$ cat config.mk
export PLATFORM = sky130hd
export DESIGN_NAME = bin2bcd_seq_flat
export DESIGN_NICKNAME = d
export VERILOG_FILES = /design/src/rtl/bin2bcd_seq_pkg.sv /design/src/rtl/bin2bcd_seq_if.sv /design/src/rtl/bcd_adj3.sv /design/src/rtl/bin2bcd_seq.sv /design/src/flat_wrapper.sv
export SDC_FILE = /design/constraint.sdc
export NUM_CORES = 1
export LEC_CHECK = 0
export CAP_MARGIN = 0
export CORE_MARGIN = 2
export CORE_UTILIZATION = 45
export DETAILED_ROUTE_END_ITERATION = 8
export PLACE_DENSITY = 0.65
export SLEW_MARGIN = 20
export SYNTH_ARGS = -nofsm -noshare
export SYNTH_HDL_FRONTEND = slang
export SYNTH_SLANG_ARGS = --single-unit
$ cat constraint.sdc
create_clock -name clk -period 2 [get_ports clk]
set_clock_uncertainty 0.2 [all_clocks]
set_input_delay 0.6 -clock clk [delete_from_list [all_inputs] [get_ports clk]]
set_output_delay 0.6 -clock clk [all_outputs]
set_load 0.01 [all_outputs]
$ cat src/rtl/bin2bcd_seq_pkg.sv
// Shared display definitions for the binary-to-BCD converter and the downstream scan decoder.
// Holds digit count, blank code, displayable limit and the converter state encoding.
package bin2bcd_seq_pkg;

  localparam int unsigned DIGITS    = 4;
  localparam int unsigned BCD_W     = DIGITS * 4;
  localparam logic [3:0]  BCD_BLANK = 4'hF;
  localparam int unsigned MAX_VAL   = 9999;

  typedef enum logic {
    IDLE,
    SHIFT
  } state_e;

  typedef struct packed {
    logic [3:0] thousand;
    logic [3:0] hundred;
    logic [3:0] ten;
    logic [3:0] one;
  } bcd_t;

  // Every digit set to the blank code; the decoder shows nothing for it.
  function automatic bcd_t bcd_blank();
    bcd_t b;
    b.thousand = BCD_BLANK;
    b.hundred  = BCD_BLANK;
    b.ten      = BCD_BLANK;
    b.one      = BCD_BLANK;
    return b;
  endfunction

endpackage

$ cat src/rtl/bin2bcd_seq_if.sv
// Request/result bundle between a binary source and the BCD converter.
// The master drives the request; the slave (converter) drives status and digits.
interface bin2bcd_seq_if #(
  parameter int unsigned WIDTH = 14
);

  logic [WIDTH-1:0] bin;
  logic             start;
  logic             busy;
  logic             done;
  logic             overflow;
  logic [3:0]       thousand;
  logic [3:0]       hundred;
  logic [3:0]       ten;
  logic [3:0]       one;

  modport master (
    output bin,
    output start,
    input  busy,
    input  done,
    input  overflow,
    input  thousand,
    input  hundred,
    input  ten,
    input  one
  );

  modport slave (
    input  bin,
    input  start,
    output busy,
    output done,
    output overflow,
    output thousand,
    output hundred,
    output ten,
    output one
  );

endinterface

$ cat src/rtl/bcd_adj3.sv
// Double-dabble nibble correction: add 3 to any BCD nibble of 5 or more before the shift.
module bcd_adj3 (
  input  logic [3:0] din,
  output logic [3:0] dout
);

  always_comb begin
    dout = din;
    if (din >= 4'd5) begin
      dout = din + 4'd3;
    end
  end

endmodule

$ cat src/rtl/bin2bcd_seq.sv
// Iterative double-dabble converter, one input bit per clock, with registered result digits
// that hold between conversions so the display never sees intermediate values.
module bin2bcd_seq #(
  parameter int unsigned WIDTH   = 14,
  parameter int unsigned MAX_VAL = bin2bcd_seq_pkg::MAX_VAL
) (
  input logic             clk,
  input logic             rst,
  bin2bcd_seq_if.slave    bus
);

  import bin2bcd_seq_pkg::*;

  localparam int unsigned CNT_W = (WIDTH > 1) ? $clog2(WIDTH) : 1;
  localparam logic [CNT_W-1:0] CNT_LAST = CNT_W'(WIDTH - 1);

  state_e             state_q, state_d;
  logic [CNT_W-1:0]   cnt_q, cnt_d;
  logic [WIDTH-1:0]   sreg_q, sreg_d;
  logic [BCD_W-1:0]   scratch_q, scratch_d;
  logic [BCD_W-1:0]   adj;
  logic [BCD_W+WIDTH-1:0] shifted;
  logic               ovf_pend_q, ovf_pend_d;
  bcd_t               digits_q, digits_d;
  logic               overflow_q, overflow_d;
  logic               done_q, done_d;
  logic               last_iter;

  for (genvar i = 0; i < DIGITS; i++) begin : g_adj
    bcd_adj3 u_adj (
      .din  (scratch_q[4*i +: 4]),
      .dout (adj[4*i +: 4])
    );
  end

  // Corrected scratch and the binary shift register move as one long register.
  assign shifted   = {adj, sreg_q} << 1;
  assign last_iter = (cnt_q == CNT_LAST);

  always_comb begin
    state_d    = state_q;
    cnt_d      = cnt_q;
    sreg_d     = sreg_q;
    scratch_d  = scratch_q;
    ovf_pend_d = ovf_pend_q;
    digits_d   = digits_q;
    overflow_d = overflow_q;
    done_d     = 1'b0;

    unique case (state_q)
      IDLE: begin
        if (bus.start) begin
          sreg_d     = bus.bin;
          scratch_d  = '0;
          cnt_d      = '0;
          ovf_pend_d = (32'(bus.bin) > MAX_VAL);
          state_d    = SHIFT;
        end
      end

      SHIFT: begin
        scratch_d = shifted[BCD_W+WIDTH-1:WIDTH];
        sreg_d    = shifted[WIDTH-1:0];
        cnt_d     = cnt_q + CNT_W'(1);
        if (last_iter) begin
          // Out-of-range values may have corrupted the thousands nibble; blank them instead.
          digits_d   = ovf_pend_q ? bcd_blank() : bcd_t'(shifted[BCD_W+WIDTH-1:WIDTH]);
          overflow_d = ovf_pend_q;
          done_d     = 1'b1;
          cnt_d      = '0;
          state_d    = IDLE;
        end
      end

      default: begin
        state_d = IDLE;
      end
    endcase
  end

  always_ff @(posedge clk or negedge rst) begin
    if (!rst) begin
      state_q    <= IDLE;
      cnt_q      <= '0;
      sreg_q     <= '0;
      scratch_q  <= '0;
      ovf_pend_q <= 1'b0;
      digits_q   <= '0;
      overflow_q <= 1'b0;
      done_q     <= 1'b0;
    end else begin
      state_q    <= state_d;
      cnt_q      <= cnt_d;
      sreg_q     <= sreg_d;
      scratch_q  <= scratch_d;
      ovf_pend_q <= ovf_pend_d;
      digits_q   <= digits_d;
      overflow_q <= overflow_d;
      done_q     <= done_d;
    end
  end

  assign bus.busy     = (state_q == SHIFT);
  assign bus.done     = done_q;
  assign bus.overflow = overflow_q;
  assign bus.thousand = digits_q.thousand;
  assign bus.hundred  = digits_q.hundred;
  assign bus.ten      = digits_q.ten;
  assign bus.one      = digits_q.one;

endmodule

$ cat src/flat_wrapper.sv
// flat-port wrapper written by rule: the top's interface ports become plain ports
module bin2bcd_seq_flat import bin2bcd_seq_pkg::*;
#(
  parameter int unsigned WIDTH   = 14,
  parameter int unsigned MAX_VAL = bin2bcd_seq_pkg::MAX_VAL
)
  (clk, rst, bus_bin, bus_start, bus_busy, bus_done, bus_overflow, bus_thousand, bus_hundred, bus_ten, bus_one);
  bin2bcd_seq_if #(.WIDTH(WIDTH)) bus_i ();
  input logic clk;
  input logic rst;
  input wire logic [$bits(bus_i.bin)-1:0] bus_bin;
  input wire logic [$bits(bus_i.start)-1:0] bus_start;
  output wire logic [$bits(bus_i.busy)-1:0] bus_busy;
  output wire logic [$bits(bus_i.done)-1:0] bus_done;
  output wire logic [$bits(bus_i.overflow)-1:0] bus_overflow;
  output wire logic [$bits(bus_i.thousand)-1:0] bus_thousand;
  output wire logic [$bits(bus_i.hundred)-1:0] bus_hundred;
  output wire logic [$bits(bus_i.ten)-1:0] bus_ten;
  output wire logic [$bits(bus_i.one)-1:0] bus_one;
  assign bus_i.bin = bus_bin;
  assign bus_i.start = bus_start;
  assign bus_busy = bus_i.busy;
  assign bus_done = bus_i.done;
  assign bus_overflow = bus_i.overflow;
  assign bus_thousand = bus_i.thousand;
  assign bus_hundred = bus_i.hundred;
  assign bus_ten = bus_i.ten;
  assign bus_one = bus_i.one;
  bin2bcd_seq #(.WIDTH(WIDTH), .MAX_VAL(MAX_VAL)) u_core (.clk(clk), .rst(rst), .bus(bus_i));
endmodule
==> key figures <==
Timing
  – Final setup fails: 0
  – Final period util: 90.2%
  – Final min period: approximately 1.8 ns
  – Fmax: roughly 550 MHz
  – Final Hold Fails: 0
  – Slew margin rel.: 68.2%
  – Least-Margin Pin Slew: approximately 0.48 ns
  – RSZ-0062 raised after global routing: no
  – Fin. max-slew vios: 0

Pwr
  – Cell Pwr Density: roughly 1500 mW/mm^2
  – Power Total: 4620 uW
  – Cell internal pwr: approximately 2800 uW
  – Max rail drop VDD: 0.594 mV
  – P_leak: between 0.0015 and 0.002 uW
  – Share of power burned in registers: a little over two fifths
  – Power share of the clock group: approximately 13%
  – Switching Power: 1770 uW
  – Net Sw Frac: a little under two fifths
  – Gate power share: between 40% and 50%

Clock network
  – CTS tree: yes
  – CTS root buffer: clkbuf_8
  – CTS Hold Bufs: 0
  – Clk sink count: 54
  – # H-tree levels: 2
  – Clk_lat worst skew: between 0.3 and 0.4 ns
  – Longest Clk Path Bufs: 2
  – CTS Buf Count: 5
  – Clock-pin slew of the registers on the worst-case setup and hold paths: around 0.1 ns

Synth
  – Post-synth ARST share: 100%
  – Netlist cell types: 33
  – Yosys warnings: 0
  – Yosys top cell area share: 51.8%
  – Commonest cells post-synth: 54 x dfrtp_1, 33 x nand2_1, 22 x o21ai_0
  – Synth top area cells: dfrtp_1 52%, mux2i_1 6.9%, ha_1 4.8%, nand2_1 4.8%, o21ai_0 4.2%
  – EDFF count, synth: 0
  – Synth Net Count: about 280
  – Mapped Cells: roughly 250
  – Predominant post-synthesis flop cell: dfrtp_1
  – Post-synthesis register bit count: 54
  – Seq/Total Area, Yosys: approximately half
  – Post-synth design cell area: around 0.0026 sq mm
  – Area leader, netlist: dfrtp_1
  – Most common cell in the netlist: dfrtp_1
  – Syn_area_per_cell: roughly 10 sq um

Floorplan
  – Initial Util: between 40% and 50%
  – Core box area: roughly 0.0055 sq mm
  – Row count: 27
  – Die X: roughly 80 microns
  – Die height: 80.1 microns
  – IO Count: 36
  – Die Area: 0.00642 sq mm

Cells and area
  – Layout Nets: about 320
  – Area grow syn2layout: 19.9%
  – Fillers: about 530
  – Antenna cells: 0
  – Layout Utilization: 56.4%
  – Post-route insts no fill: about 360
  – Fin area: 0.00312 sq mm
  – Fraction of layout cells with a size suffix above 1: about 6.2%

Placement
  – Gpl congestion: approximately 0.76
  – Buffers added on ports: 35
  – DP Cell Count: around 350
  – Placed instance area: 0.00305 sq mm
  – DP HPWL: 3430 microns

Worst setup path
  – Reg-to-reg setup timing slack: between 0.15 and 0.2 ns
  – Setup Crit Path Kind: reg2reg
  – R2R Path End: u_core.bus.hundred[2]$_DFFE_PN0P_
  – CP Capture Type: flip-flop
  – Worst R2R Start: u_core.scratch_q[8]$_DFFE_PN0P_
  – CP Max Fanout: 5
  – Setup crit start kind: flip-flop
  – FF-to-FF path depth: 6
  – WP data arrival: about 1.9 ns
  – Worst Path Required: 2.06 ns

Route
  – Vias post-DR: around 1900
  – Routed Antenna Nets: 0
  – WL final: around 5100 microns
  – DR pass1 iterations: 4
  – DR WL/cell: between 10 and 15 microns
  – DRC: 0
  – Iter 0 DRT Violations: 105
  – Vias per cell: around 5.3

Global route
  – First-pass GRT wire length: about 8600 microns
  – GRT overflow: 0
  – GRT Util Overall: between 10% and 20%
  – Vias in the first global route: about 1800
  – Initial antenna violation count: 0
  – Largest net degree at the start of global routing: 56

Hold path
  – Hold Crit Class: in2async

Outcome
  – Status: finished clean

Job
  – Max-cap violations: 0
## worst max-delay path: stages (launching register included)
cell	delay [ns]
dfrtp_1	0.45
inv_1	0.08
ha_1	0.22
nand2b_1	0.09
a21oi_1	0.27
mux2i_1	0.28
o22a_1	0.16
## cell families (layout without fill, tap and decap cells)
family | count (synthesis) | after routing | share of synthesized area, %
xor+xnor | 4 | 4 | 1.34
compound gates | 72 | 72 | 17.5
mux | 18 | 18 | 6.91
fa+ha+maj | 10 | 10 | 4.80
flops | 54 | 54 | 51.8
buf+inv | 25 | 61 | 4.70
simple gates | 71 | 71 | 12.9
## power by group through the flow
stage               combinational [uW]  clock, uW  sequential [uW]
finish                            2110        582             1930
global route                      2380        645             2000
CTS                               2150        602             1930
detailed placement                2230          0             1960
global placement                  2170          0             1950
floorplan                         1450          0             1960
## layout make-up
cell class	instances	area, sq um	share of cell area, %
Sequential cell	54	1350	43.3
Multi-Input combinational cell	175	1130	36.2
Timing Repair Buffer	42	427	13.7
Tap cell	72	90.1	2.88
Clock buffer	5	68.8	2.20
Inverter	12	45.0	1.44
Clock inverter	2	10.0	0.320
## cell usage in the layout (no fill, tap or decap), types with 5 or more instances in the layout
cell type,n
a21o_1,11
a21oi_1,16
clkbuf_8,5
clkdlybuf4s50_1,15
dfrtp_1,54
dlygate4sd2_1,15
ha_1,10
inv_1,11
mux2i_1,18
nand2_1,33
nor2_1,15
nor3_1,5
o21ai_0,22
o22a_1,7
## per-stage QoR
stage | setup TNS (ns) | setup WS (ns) | hold WS, ns
global route | 0 | 0.0575 | 0.106
global placement | -0.205 | -0.0620 | 0.260
floorplan | 0 | 0.386 | 0.104
detailed placement | -0.769 | -0.0876 | 0.269
finish | 0 | 0.196 | 0.0518
CTS | 0 | 0.000243 | 0.0806
## repair_timing
item / 4_1_cts / 5_1_grt
pin swaps: 0 / 0
cloned: 0 / 0
resized for setup: 15 / 4
setup buffers: 1 / 0
setup endpoints to repair: 15 / 4
## routing by layer
metal | wire length [microns] | track usage, %
met1 | 2370 | 22.1
met2 | 2460 | 29.9
met3 | 205 | 4.49
met4 | 57 | 5.08
met5 | 0 | 0
## sequential cells by signal (all words and copies together) (netlist names)
name                 cells
u_core.bus.busy          1
u_core.bus.done          1
u_core.bus.hundred       4
u_core.bus.one           4
u_core.bus.overflow      1
u_core.bus.ten           4
u_core.bus.thousand      4
u_core.cnt_q             4
u_core.ovf_pend_q        1
u_core.scratch_q        16
u_core.sreg_q           14
## worst max-delay path by stage
stage / slack, ns / cells after the start / from / to
5_1_grt: 0.06 / 6 / u_core.scratch_q[0]$_DFFE_PN0P_ / u_core.bus.one[2]$_DFFE_PN0P_
3_3_place_gp: -0.06 / 5 / bus_bin[7] / u_core.ovf_pend_q$_DFFE_PN0P_
2_1_floorplan: 0.39 / 6 / u_core.cnt_q[1]$_DFFE_PN0P_ / u_core.bus.hundred[1]$_DFFE_PN0P_
3_5_place_dp: -0.09 / 4 / bus_start / u_core.scratch_q[11]$_DFFE_PN0P_
4_1_cts: 0.0002 / 1 / u_core.bus.thousand[3]$_DFFE_PN0P_ / bus_thousand[3]
6_report: 0.20 / 6 / u_core.scratch_q[8]$_DFFE_PN0P_ / u_core.bus.hundred[2]$_DFFE_PN0P_
Power figures use the tool's default switching activity.
